[config.mk]
export PLATFORM = sky130hd
export DESIGN_NAME = inst_queue
export DESIGN_NICKNAME = d
export VERILOG_FILES = /design/src/rtl/inst_queue.sv
export SDC_FILE = /design/constraint.sdc
export NUM_CORES = 1
export LEC_CHECK = 0
export ABC_AREA = 1
export BUFFER_PORTS_ARGS = -buffer_cell sky130_fd_sc_hd__clkbuf_2
export CAP_MARGIN = 0
export CORE_UTILIZATION = 52
export CTS_CLUSTER_DIAMETER = 200
export DETAILED_ROUTE_END_ITERATION = 7
export PLACE_DENSITY_LB_ADDON = 0.25
export SETUP_SLACK_MARGIN = 0.15
export SYNTH_ARGS = -nofsm -noshare
export SYNTH_HDL_FRONTEND = slang
export SYNTH_SLANG_ARGS = --single-unit
[constraint.sdc]
create_clock -name clk -period 3.9 [get_ports clk]
set_input_delay 0.39 -clock clk [delete_from_list [all_inputs] [get_ports clk]]
set_output_delay 0.39 -clock clk [all_outputs]
set_load 0.005 [all_outputs]
[src/rtl/inst_queue.sv]
// Instruction fetch queue: DEPTH-entry circular FIFO of {pc4, inst} between fetch and decode.
// Optional macro IQ_BYPASS_EN: an empty queue forwards in_* straight to out_* in the same cycle.
module inst_queue #(
  parameter int unsigned DEPTH = 4,
  parameter int unsigned W     = 32
) (
  input  logic                     clk,
  input  logic                     rst_n,
  input  logic                     flush,
  input  logic                     in_valid,
  output logic                     in_ready,
  input  logic [W-1:0]             in_pc4,
  input  logic [W-1:0]             in_inst,
  output logic                     out_valid,
  input  logic                     out_ready,
  output logic [W-1:0]             out_pc4,
  output logic [W-1:0]             out_inst,
  output logic [$clog2(DEPTH):0]   count
);

  localparam int unsigned AW = $clog2(DEPTH);
  localparam int unsigned CW = AW + 1;

  typedef struct packed {
    logic [W-1:0] pc4;
    logic [W-1:0] inst;
  } entry_t;

  entry_t        mem [DEPTH];
  entry_t        head;
  logic [AW-1:0] wr_ptr;
  logic [AW-1:0] rd_ptr;
  logic          empty;
  logic          full;
  logic          byp;
  logic          push;
  logic          pop;
  logic          do_push;
  logic          do_pop;

  assign empty = (count == '0);
  assign full  = (count == CW'(DEPTH));

`ifdef IQ_BYPASS_EN
  assign byp = empty && in_valid && !flush;
`else
  assign byp = 1'b0;
`endif

  // in_ready depends only on occupancy, never on out_ready
  assign in_ready  = !full;
  assign out_valid = !empty || byp;

  assign push = in_valid && in_ready && !flush;
  assign pop  = out_valid && out_ready && !flush;

  // A bypassed pair that decode takes is never stored; one it refuses is stored normally
  assign do_push = push && !(byp && out_ready);
  assign do_pop  = pop && !byp;

  always_comb begin
    head = '0;
    if (byp) begin
      head.pc4  = in_pc4;
      head.inst = in_inst;
    end else if (!empty) begin
      head = mem[rd_ptr];
    end
  end

  assign out_pc4  = head.pc4;
  assign out_inst = head.inst;

  // Pointers and occupancy; flush overrides any push or pop in the same cycle
  always_ff @(posedge clk or negedge rst_n) begin
    if (!rst_n) begin
      wr_ptr <= '0;
      rd_ptr <= '0;
      count  <= '0;
    end else if (flush) begin
      wr_ptr <= '0;
      rd_ptr <= '0;
      count  <= '0;
    end else begin
      if (do_push) wr_ptr <= wr_ptr + AW'(1);
      if (do_pop)  rd_ptr <= rd_ptr + AW'(1);
      case ({do_push, do_pop})
        2'b10:   count <= count + CW'(1);
        2'b01:   count <= count - CW'(1);
        default: count <= count;
      endcase
    end
  end

  // Storage is never cleared; stale entries are unreachable once the pointers move
  always_ff @(posedge clk) begin
    if (do_push) begin
      mem[wr_ptr] <= '{pc4: in_pc4, inst: in_inst};
    end
  end

endmodule

Word-level counts from Yosys, hierarchy flattened. Memories as Yosys holds them, arrays and structs flattened. Cells that the tools add are included.

Bits in registers: 7. Bits in writable memories: 256. Bits of input ports: 69. Output and inout bits: 69. Word-level logic and storage cells: 31. Memories: 1.

Memories: mem (words 4, width 64, rd ports 1, clocked after Yosys merged registers in 0, write ports 1, line 29) `entry_t mem [DEPTH];`.

Add/subtract/negate cells: 4. Equality and inequality tests: 3. Muxes and demuxes: 9. Reduce and logical (&&, ||, !) cells: 11.

Operators by type and width (number): two-way mux 64 bit (1); two-way mux 2 bit (4); case mux 3 bit (2 select lines) (1); adder 2 x 1 -> 2 bit, second input constant (2); logical AND 1 bit (4); nonzero test 2 bit (2); adder 3 x 1 -> 3 bit, second input constant (1); == test 3 bit, second input constant (1); zero test 1 bit (3); zero test 3 bit (1); two-way mux 3 bit (1); nonzero test 3 bit (1); subtractor 3 x 1 -> 3 bit, second input constant (1); == test 2 x 1 -> 1 bit, second input constant (1); == test 2 bit, second input constant (1); two-way mux 1 bit (2).

Longest topological paths before layout.
Depth in word-level cells: 7. Depth in mapped cells: 12. Depth with buffers taken out: 12.

Least setup slack after synthesis. Ideal clock, no wire load.

Path kind: register -> register. Start: register count[0]. End: memory mem[0][0] in the netlist's numbering, enable pin. Arrival: 3.667 ns. Required time: 3.414 ns. Setup slack: -0.253 ns. Cell stages (with the launch flop): 7. Path buffers: 0. Path through: dfrtp_1 nor2_2 nand2_1 nand2_1 nor2_1 inv_1 nor2_1.

Word-level cells in the longest chain between the ends: 6.

Ends and longest elaborated chain: from (decl) (line 18) `output logic [$clog2(DEPTH):0] count`; from (signal assigned) (line 88) `2'b10: count <= count + CW'(1);`; from (signal assigned) (line 89) `2'b01: count <= count - CW'(1);`; from (signal assigned) (line 90) `default: count <= count;`; == test 3 bit (line 42) `assign full = (count == CW'(DEPTH));`; zero test 1 bit (line 51) `assign in_ready = !full;`; net in_ready (line 11) `output logic in_ready,`; logical AND 1 bit (2 in series) (line 54) `assign push = in_valid && in_ready && !flush;`; two-way mux 1 bit (line 97) `if (do_push) begin`; two-way mux 1 bit (not written as such) (line 98) `mem[wr_ptr] <= '{pc4: in_pc4, inst: in_inst};`; to (decl) (line 29).

The timed path passes the listed nets, and every way through them passes these cells.

Worst setup path after layout.
Start: register rd_ptr[0]. End: output out_pc4[20].

Word-level cells in the longest chain between the ends: 2.

Ends and longest elaborated chain: from (decl) (line 32) `logic [AW-1:0] rd_ptr;`; from (signal assigned) (line 86) `if (do_pop) rd_ptr <= rd_ptr + AW'(1);`; memory read (4 x 64 bit); two-way mux 64 bit (line 66) `end else if (!empty) begin`; to (decl) (line 16) `output logic [W-1:0] out_pc4,`.

Every way passes these cells.

==> metrics.txt <==
initial antenna violation count=0; mean area per synthesized cell=around 13 um2; crit share post-route=roughly three quarters; Rows=51; worst reg2reg startpoint=count[0]$_DFFE_PN0P_; leakage power=~4.4 nW; ys async rst share=2.66%; Fmax=344 MHz; Post-Syn Nets=893; worst slew pin tran=0.950 ns; end of the worst register-to-register path=mem[2][21]$_DFFE_PP_; clk_skew=0.00800 ns; most frequent cells in the layout=nor2_1 (258), edfxtp_1 (256), clkbuf_2 (137); Final min period=2.91 ns; die height=approximately 140 um; Hold Path End=mem[2][51]$_DFFE_PP_; critical path endpoint category=output pin; I/O Pins=138; Slew HR=a little over a third; Seq. cell area=7870 um2; fraction of layout cells with a size suffix above 1=20.8%; Setup CP Type=reg -> out; ANT nets after route=0; Post-CTS Setup Repair Bufs=0; register bit total from synthesis=263; unrepaired setup endpoints after global routing=no; Worst R2R Setup Slack=around 1.5 ns; worst hold slack=0.0899 ns; R2R depth=7; Setup crit start=rd_ptr[0]$_DFFE_PN0P_; Post-Syn Area=10400 um2; Seq/Total Area, Yosys=approximately three quarters; core area=a little under 20000 um2; total power=between 0.007 and 0.008 W; Max Slew Vio Count=0; Clock Pin Slew Worst Setup and Hold Paths=0.06 ns; hold crit path type=in -> reg; Die ar.=20500 um2; EDFF count, synth=between 200 and 300; pin count of the biggest net entering global routing=67; Clock Tree Buf Depth=3; Max-Cap Viols=0; WL/cell=17.0 um; Pwr per Cell Area=637 nW/um2; # DRC=0; Via density=5.27; Ys Warns=0; drt pass-1 iters=5; Syn Inst Count=between 800 and 900; CP startpoint kind=register; Cell variety after synth=23; Hold Vio Cnt, Final=0; gpl congestion=0.857; fillers=about 1.5k; hold path cells=1; clock latency on the worst-skew pair=0.52 ns; post-CTS resize count=0; Ant. Diodes=0; CTS tree=built; CTS Buf Count=26; Area growth syn-to-layout=17.4%; peak supply drop=0.000536 V; Initial Util=53.2%; Post-Route Utilization=62.4%; Die W=143 um; Final Setup Violations=0; Required @ worst endpoint=3.51 ns; NumNets Final=roughly 1.0k; hold path startpoint=in_pc4[19]; commonest non-fill, non-tap cell in the layout=nor2_1; pre-CTS WS=1.48 ns; Iteration-0 DRC Markers=~400; CP arrival=roughly 2.5 ns; DR vias=6494; post-DP HPWL=11700 um; Tot GR Track Use=20.9%; final worst setup slack=about 0.99 ns; first-pass GRT wire length=32600 um; outcome=completed; port bufs=137; H-tree levels=1; root buf cell=clkbuf_16; Multi-input gate area=2220 um2; routed wire length=around 21000 um; GRT overflow=0; Synth Flop Type=edfxtp_1; vias in the first global route=6303; setup tns final=0 ns; biggest fanout along the worst timing path=45; clock sink count=263
cells in the mapped netlist (2+ instances only):
| master | count | area (um2) |
|---|---|---|
| dfrtp_1 | 7 | 175 |
| a21oi_2 | 2 | 17.5 |
| nand2_2 | 2 | 12.5 |
| buf_6 | 2 | 22.5 |
| inv_1 | 14 | 52.6 |
| buf_4 | 14 | 105 |
| nand3_1 | 5 | 25.0 |
| nor2_1 | 262 | 983 |
| o21ai_1 | 4 | 20.0 |
| buf_2 | 14 | 70.1 |
| ha_1 | 4 | 50.1 |
| nand2_1 | 14 | 52.6 |
| buf_1 | 5 | 18.8 |
| clkbuf_1 | 13 | 48.8 |
| a21oi_1 | 67 | 335 |
| inv_2 | 2 | 7.51 |
| o21ai_0 | 127 | 636 |
| edfxtp_1 | 256 | 7690 |
power breakdown:
part | switching (W) | leakage [nW] | total, W | internal (W)
Sequential | 0.0000768 | 2.41 | 0.00335 | 0.00328
Combinational | 0.00123 | 1.59 | 0.00190 | 0.000670
Clock | 0.000975 | 0.422 | 0.00250 | 0.00153
per-layer routing:
metal / up-vias / wire length (um) / share of wire (%) / GRT usage, %
li1: 3156 / - / - / -
met1: 3123 / 8870 / 42 / 27.4
met2: 185 / 10300 / 49 / 35.8
met3: 30 / 1380 / 6.6 / 3.72
met4: 0 / 430 / 2.0 / 5.71
met5: - / 0 / 0 / 0
stage by stage:
step	std cells	instance area, um2
after floorplan	819	10400
after global placement	1185	11300
after detailed placement	1185	11300
after CTS	1233	12200
after global routing	1233	12200
final	1233	12200
worst max-delay path, cell delays in order (launching register included):
cell and delay [ns]:
dfrtp_4 0.62, clkinv_2 0.30, buf_4 0.44, o21ai_0 0.16, a21oi_1 0.29, clkbuf_2 0.18
flip-flops by register name, summed over array words and instances, names as in the netlist:
signal	cells
wr_ptr	2
mem	256
rd_ptr	2
count	3
worst max path at each step:
| stage | end | slack, ns | depth (start not counted) |
|---|---|---|---|
| 2_1_floorplan | mem[0][0]$_DFFE_PP_ | -0.25 | 6 |
| 3_3_place_gp | mem[2][25]$_DFFE_PP_ | 1.54 | 7 |
| 3_5_place_dp | mem[2][25]$_DFFE_PP_ | 1.48 | 7 |
| 4_1_cts | out_pc4[4] | 1.0 | 6 |
| 5_1_grt | out_pc4[17] | 0.81 | 5 |
| 6_report | out_pc4[20] | 0.99 | 5 |
kinds of logic (layout without fill, tap and decap cells):
logic type                 Yosys count  after routing  share of synthesized area [%]
and+or+nand+nor                    286            286                           10.6
xor gates and xnor gates             1              1                         0.0844
DFF                                263            263                           75.8
AOI/OAI and AO/OA                  200            200                           9.72
adders and majority gates            5              5                          0.675
buffers and inverters               64            213                           3.13
timing repair:
action / 4_1_cts / 5_1_grt
hold endpoints to repair: 7 / 0
endpoints found under the setup margin: 0 / 0
hold buffers: 1 / 0
cell type report:
cell class	instances	area share, %
flip-flops and latches	263	64.6
well taps	265	2.72
inverters	16	0.503
repair buffers	150	6.86
clock inverters	12	1.31
multi-input cells	492	18.2
clock buffers	35	5.79
Power figures use the tool's default switching activity.
